File: src/rtl/cache_arbiter_pkg.sv
// Shared types for the L1-to-L2 line arbiter: FSM states, grant side,
// the latched request record and a line-alignment helper.
package cache_arbiter_pkg;

    localparam int ARB_ADDR_W    = 32;
    localparam int ARB_LINE_W    = 256;
    localparam int LINE_OFFSET_W = 5;

    typedef enum logic [1:0] {
        IDLE,
        SERVE_I,
        SERVE_D,
        RECOVER
    } arb_state_t;

    typedef enum logic {
        grant_i,
        grant_d
    } arb_grant_t;

    typedef struct packed {
        logic [ARB_ADDR_W-1:0] address;
        logic [ARB_LINE_W-1:0] wdata;
        logic                  write;
    } arb_req_t;

    // Clears the byte-within-line offset so L2 always sees a line address.
    function automatic logic [ARB_ADDR_W-1:0] line_align(input logic [ARB_ADDR_W-1:0] addr);
        return {addr[ARB_ADDR_W-1:LINE_OFFSET_W], {LINE_OFFSET_W{1'b0}}};
    endfunction

endpackage

File: src/rtl/cache_arbiter.sv
// Round-robin arbiter putting the icache and dcache line-miss ports onto a
// single L2 port, one line transaction at a time. The winning request is
// latched at grant so L2 sees stable signals regardless of the live inputs.
module cache_arbiter
    import cache_arbiter_pkg::*;
#(
    parameter int ADDR_W = ARB_ADDR_W,
    parameter int LINE_W = ARB_LINE_W
) (
    input  logic              clk,
    input  logic              rst_n,
    input  logic              i_read,
    input  logic [ADDR_W-1:0] i_address,
    output logic [LINE_W-1:0] i_rdata,
    output logic              i_resp,
    input  logic              d_read,
    input  logic              d_write,
    input  logic [ADDR_W-1:0] d_address,
    input  logic [LINE_W-1:0] d_wdata,
    output logic [LINE_W-1:0] d_rdata,
    output logic              d_resp,
    output logic              l2_read,
    output logic              l2_write,
    output logic [ADDR_W-1:0] l2_address,
    output logic [LINE_W-1:0] l2_wdata,
    input  logic [LINE_W-1:0] l2_rdata,
    input  logic              l2_resp,
    output logic              busy
);

    arb_state_t state_q, state_next;
    arb_grant_t last_grant_q, last_grant_next;
    arb_req_t   req_q, req_next;

    logic d_pending;
    logic pick_d;

    // On a tie the side that did not win last time gets the grant.
    assign d_pending = d_read | d_write;
    assign pick_d    = d_pending & (~i_read | (last_grant_q == grant_i));

    // State, fairness pointer and latched request; reset abandons any transaction.
    always_ff @(posedge clk or negedge rst_n) begin
        if (!rst_n) begin
            state_q      <= IDLE;
            last_grant_q <= grant_i;
            req_q        <= '0;
        end else begin
            state_q      <= state_next;
            last_grant_q <= last_grant_next;
            req_q        <= req_next;
        end
    end

    // Next-state, request latching and all outputs; L2 is driven only from req_q.
    always_comb begin
        state_next      = state_q;
        last_grant_next = last_grant_q;
        req_next        = req_q;
        l2_read         = 1'b0;
        l2_write        = 1'b0;
        l2_address      = '0;
        l2_wdata        = '0;
        i_rdata         = '0;
        i_resp          = 1'b0;
        d_rdata         = '0;
        d_resp          = 1'b0;

        case (state_q)
            IDLE: begin
                if (pick_d) begin
                    req_next.address = line_align(d_address);
                    req_next.wdata   = d_wdata;
                    req_next.write   = d_write;
                    last_grant_next  = grant_d;
                    state_next       = SERVE_D;
                end else if (i_read) begin
                    req_next.address = line_align(i_address);
                    req_next.wdata   = '0;
                    req_next.write   = 1'b0;
                    last_grant_next  = grant_i;
                    state_next       = SERVE_I;
                end
            end
            SERVE_I: begin
                l2_read    = 1'b1;
                l2_address = req_q.address;
                i_rdata    = l2_rdata;
                i_resp     = l2_resp;
                if (l2_resp) begin
                    state_next = RECOVER;
                end
            end
            SERVE_D: begin
                l2_read    = ~req_q.write;
                l2_write   = req_q.write;
                l2_address = req_q.address;
                l2_wdata   = req_q.wdata;
                d_rdata    = l2_rdata;
                d_resp     = l2_resp;
                if (l2_resp) begin
                    state_next = RECOVER;
                end
            end
            RECOVER: begin
                state_next = IDLE;
            end
            default: begin
                state_next = IDLE;
            end
        endcase
    end

    assign busy = (state_q != IDLE);

    // A dcache asking for read and write at once is served as a write but is a protocol error.
    rw_conflict: assert property (@(posedge clk) disable iff (!rst_n)
        (state_q == IDLE && pick_d) |-> !(d_read && d_write));

endmodule

File: config.mk
export PLATFORM = sky130hd
export DESIGN_NAME = cache_arbiter
export DESIGN_NICKNAME = d
export VERILOG_FILES = /design/src/rtl/cache_arbiter_pkg.sv /design/src/rtl/cache_arbiter.sv
export SDC_FILE = /design/constraint.sdc
export NUM_CORES = 1
export LEC_CHECK = 0
export ABC_AREA = 1
export BUFFER_PORTS_ARGS = -buffer_cell sky130_fd_sc_hd__buf_2
export CAP_MARGIN = 25
export CORE_AREA = 2 2 539 541
export DETAILED_ROUTE_END_ITERATION = 10
export DIE_AREA = 0 0 541 543
export PLACE_DENSITY = 0.3
export SKIP_CTS_REPAIR_TIMING = 1
export SYNTH_ARGS = -nofsm -noshare
export SYNTH_HDL_FRONTEND = slang
export SYNTH_SLANG_ARGS = --single-unit
File: constraint.sdc
create_clock -name clk -period 1.8 [get_ports clk]
set_input_delay 0.09 -clock clk [delete_from_list [all_inputs] [get_ports clk]]
set_output_delay 0.09 -clock clk [all_outputs]
set_load 0.05 [all_outputs]
======== After elaboration in Yosys (flattened, before gate mapping) ========
Cells that the tools add are included.
storage, ports and cells
  input bits .............................. 582
  bits in registers ....................... 292
  output and inout port bits .............. 805
  word-level logic and storage cells ...... 38
operators by class
  bitwise operators ....................... 6
  muxes and demuxes ....................... 16
  reductions and logical operators ........ 6
  equality and inequality tests ........... 5
operators with widths
  kind                                                              number
  256-bit 2-to-1 mux                                                3
  289-bit 2-to-1 mux                                                2
  32-bit 2-to-1 mux                                                 1
  2-bit 2-to-1 mux                                                  3
  2-bit one-hot mux with 3 select lines                             1
  1-bit 2-to-1 mux                                                  5
  2-bit == test (second input constant)                             2
  2-bit AND reduction                                               2
  2-bit nonzero test                                                2
  3-bit != test (second input constant)                             1
  1-bit inverter                                                    3
  2-bit by 1-bit == test with 1-bit output (second input constant)  1
  2-bit logical NOT                                                 1
  2-bit by 1-bit != test with 1-bit output (second input constant)  1
  1-bit OR                                                          2
  1-bit one-hot mux with 2 select lines                             1
  2-bit OR reduction                                                1
  1-bit AND                                                         1

======== Depth between registers and ports, before layout ========
  depth in word-level cells ............... 5
  gate-level depth with buffers ........... 9
  depth with buffers taken out ............ 8

======== Worst setup path after synthesis ========
Ideal clock, no wire load.
  path kind ............................... reg-to-output
  start ................................... register state_q[1]
  end ..................................... output l2_read
  required time ........................... 1.710 ns
  data arrival time ....................... 1.658 ns
  buffers on the path ..................... 2
  cell stages (with the launch flop) ...... 7
  path slack .............................. 0.052 ns
  cell sequence ........................... dfrtp_1 inv_1 ha_1 clkbuf_1 buf_2 a21oi_1 nor2_1
on the way
  longest elaborated chain between the ends .. 2
  elaborated cells between the ends (all ways) .. 3
  those cells by class .................... 2 x eq/ne; 1 x mux
RTL lines
  item                                                                              RTL line             source
  from (decl)                                                                       cache_arbiter.sv:31  arb_state_t state_q, state_next;
  from (signal assigned)                                                            cache_arbiter.sv:49  state_q <= state_next;
  2-bit == test / 2-bit by 1-bit == test with 1-bit output (equally long branches)  cache_arbiter.sv:69  case (state_q)
  1-bit one-hot mux with 2 select lines (*)                                         cache_arbiter.sv:69
  to (decl)                                                                         cache_arbiter.sv:22  output logic l2_read,
Every way passes the cells marked *; elsewhere a longest branch is shown, timed or not.

======== Final worst setup path ========
  start ................................... register state_q[1]
  end ..................................... output i_rdata[17]
on the way
  longest elaborated chain between the ends .. 2
RTL lines
  item                                      RTL line             source
  2-bit by 1-bit == test with 1-bit output  cache_arbiter.sv:69
  256-bit 2-to-1 mux                        cache_arbiter.sv:69
  to (decl)                                 cache_arbiter.sv:14  output logic [LINE_W-1:0] i_rdata,
No other way between the ends.

==> run summary <==
STA classifies the critical path startpoint as a flop. The smallest setup slack after layout is -0.630 ns. The required time of the critical path is 1.71 ns.

The floorplan step defined a die boundary enclosing 0.294 sq mm. The detailed-route DRC error count came out at 0. The number of warning messages in the yosys log came out at 0. The terminus of the critical flop-to-flop path is req_q[144]$_DFFE_PN0P_. In this run the critical register-to-register path is launched from state_q[0]$_DFFE_PN0P_. The number of instances in the synthesized netlist is 3018. The number of antenna violations at the first check in global routing came out at 108. The smallest clock period supported by the final layout is computed as 2.43 ns. The height of the chip came out at 543 um. The run finished, with violations left. The layout cell share with drive strength beyond 1 came out at 0.374. The final cell count without fillers is 8695.

The number of global-route vias before repair came out at 24.4k. The final core utilization is 0.148. With fillers left out, the area of the finished cells amounts to 0.0425 sq mm. The final weighted congestion of routability-driven global placement is 0.922.

The power density over the cells came out at 1880 mW/mm^2. In the global route stage, overall resource usage came out at 0.131. The length in cells of the worst reg-to-reg path is 9. The CTS tree is yes.

In this run the worst setup path begins at state_q[1]$_DFFE_PN0P_. The depth of the CTS H-tree came out at 2. The total wire length after detailed routing is 208000 um. The area of placed instances came out at 0.0357 sq mm. The tightest min-delay check is of the input pin to flop type. The mean cell area of the mapped netlist came out at 5.87 sq um. The final reports fail on negative hold slack, negative setup slack. The worst setup path is of the flop to output port kind.

The flip-flop and latch count after synthesis is 287. The number of different library cells in the post-synthesis netlist is 18. The number of antenna-violating nets in the routed design came out at 0. The most frequent standard cell in the layout excluding fill and tap cells is sky130_fd_sc_hd__nand2_1. Of the available clock period, the critical path in the final layout requires 1.35. From left edge to right edge, the die measures 541 um. The net total in the final layout came out at 5408. The register-to-register path setup slack came out at -0.14 ns. The worst hold path begins at d_read. The global-route wire length before repair is 252000 um. The leakage power total is 25.9 nW. VDD sags by at most 775 uV. The final worst hold slack is -0.0200 ns. The first-iteration detailed-routing DRC count is 1424. The total grt overflow came out at 0. The initial utilization of the core area, before any placement, comes to 0.0616.

STA classifies the critical path endpoint as an output port. Detailed placement finished with a half-perimeter wire length of 179000 um. The CTS clock-pin slew for the worst setup and hold paths is 0.06 ns. After filler insertion, the fill cell instance count of the layout stands at 33.3k. Using the TritonRoute via totals, the vias-per-cell ratio works out to 2.92. The count of pins on the block boundary came out at 1387. By area the synthesized netlist is led by sky130_fd_sc_hd__dfrtp_1 (41%), sky130_fd_sc_hd__nand2_1 (36%), sky130_fd_sc_hd__inv_1 (17%), sky130_fd_sc_hd__buf_2 (3.7%), sky130_fd_sc_hd__nand3_1 (0.82%). Counting tap cells, the placed design contains a total of 8192 instances.

Buffers placed on the I/O ports in this run total 1371. The maximum fanout along the worst path came out at 15. The number of failing setup endpoints in the final timing report came out at 939.

The total via count in the routed design came out at 25.4k. The floorplan row count is 197. The area of the core region came out at 0.287 sq mm. The count of clock tree sinks is 287. The growth of design area from synthesis to finish came out at 140%. The area share of the largest cell type after synthesis came out at 0.405. The cell area that synthesis handed to floorplanning was 0.0177 sq mm. The top cell types in the final layout, fill and taps aside, are sky130_fd_sc_hd__nand2_1 (1664), sky130_fd_sc_hd__buf_2 (850), sky130_fd_sc_hd__inv_1 (729), sky130_fd_sc_hd__buf_12 (396), sky130_fd_sc_hd__dlygate4sd3_1 (312). The max-slew violation total from the final report came to 0. Of the synthesized area, sequential elements account for 0.405. The synthesized design spends more area on one cell type than any other, namely sky130_fd_sc_hd__dfrtp_1. Setup repair after global routing could not meet its margin everywhere.

Following the worst setup path forward leads to its endpoint at i_rdata[17]. The clock reaches the later pin of the worst-skew pair after 0.64 ns. The signal arrival time at the worst endpoint is 2.34 ns. The achievable frequency came out at 412 MHz.

The minimum setup slack after placement came out at -0.234 ns. The number of failing hold endpoints at the final stage is 2. The per-cell routed wire length is 23.9 um.

CTS placed an instance of sky130_fd_sc_hd__clkbuf_16 at the clock tree root. The maximum buffer depth of the clock tree came out at 3. The total clock buffers created by CTS came out at 41. The first detailed-routing pass ran for 5 iterations. The worst clock skew on the final layout is 0.0396 ns.

The tool flagged a number of max-cap violations equal to 0. The largest net degree at the start of global routing came out at 61.
==> metal layers <==
metal / track usage / part of all wire / vias up
met5: 0 / 0.00093 / -
met4: 0.0443 / 0.042 / 28
met3: 0.0422 / 0.077 / 321
met2: 0.252 / 0.54 / 1197
met1: 0.130 / 0.34 / 12000
li1: - / - / 11900
==> metrics by stage <==
step | power, W | TNS [ns]
2_1_floorplan | 0.0393 | 0
3_3_place_gp | 0.0669 | -32.63
3_5_place_dp | 0.0667 | -33.16
4_1_cts | 0.0761 | -520.40
5_1_grt | 0.0844 | -535.31
6_report | 0.0798 | -395.78
==> cell type report <==
cell class	instances	area, sq um	area share
Antenna cell	60	150	0.00353
Sequential cell	287	7180	0.169
Tap cell	3781	4730	0.111
Inverter	807	3050	0.0716
Clock buffer	57	1200	0.0282
Timing Repair Buffer	1921	19000	0.447
Multi-Input combinational cell	1764	6960	0.164
Clock inverter	18	255	0.00600
==> kinds of logic (layout without fill, tap and decap cells) <==
group / Yosys count / after routing / share of synthesized area
other cells: 1 / 65 / 0.000212
compound gates: 6 / 6 / 0.00233
buf+inv: 971 / 2803 / 0.216
simple gates: 1749 / 1749 / 0.373
flops: 287 / 287 / 0.405
fa+ha+maj: 4 / 4 / 0.00283
==> critical path, stage by stage (launching register included) <==
cell and delay (ns):
sky130_fd_sc_hd__dfrtp_1 0.39, sky130_fd_sc_hd__inv_1 0.10, sky130_fd_sc_hd__buf_4 0.12, sky130_fd_sc_hd__ha_4 0.14, sky130_fd_sc_hd__buf_12 0.18, sky130_fd_sc_hd__buf_4 0.24
sky130_fd_sc_hd__nand2_1 0.19, sky130_fd_sc_hd__inv_1 0.15, sky130_fd_sc_hd__buf_12 0.14
==> where the power goes <==
| part | switching, W | internal, W | total, W |
|---|---|---|---|
| clock network | 0.00355 | 0.00539 | 0.00895 |
| logic | 0.0383 | 0.0206 | 0.0589 |
| registers | 0.00263 | 0.00931 | 0.0119 |
| total | 0.0445 | 0.0353 | 0.0798 |
==> cell usage after synthesis <==
library cell                  n
sky130_fd_sc_hd__nand2_1   1715
sky130_fd_sc_hd__inv_1      805
sky130_fd_sc_hd__dfrtp_1    287
sky130_fd_sc_hd__buf_2      130
sky130_fd_sc_hd__nand3_1     29
sky130_fd_sc_hd__clkbuf_1    21
sky130_fd_sc_hd__buf_1        8
sky130_fd_sc_hd__buf_4        5
sky130_fd_sc_hd__ha_1         4
sky130_fd_sc_hd__inv_2        2
sky130_fd_sc_hd__nor2_1       2
sky130_fd_sc_hd__o21ai_0      2
sky130_fd_sc_hd__o21ai_2      2
sky130_fd_sc_hd__or2_2        2
sky130_fd_sc_hd__a21oi_1      1
sky130_fd_sc_hd__a21oi_2      1
sky130_fd_sc_hd__conb_1       1
sky130_fd_sc_hd__nor2_2       1
==> registers in the layout, summed over array words and instances (netlist names) <==
name          cells
last_grant_q      1
req_q           284
state_q           2
==> worst min path at each step <==
stage	endpoint	slack, ns	cells after the start
after floorplan	last_grant_q$_DFFE_PN0P_	-0.21	0
after global placement	req_q[205]$_DFFE_PN0P_	0.05	1
after detailed placement	req_q[27]$_DFFE_PN0P_	0.04	1
after CTS	req_q[27]$_DFFE_PN0P_	-0.66	1
after global routing	state_q[0]$_DFFE_PN0P_	0.01	6
final	state_q[0]$_DFFE_PN0P_	-0.02	6
(Power assumes the default switching activity.)
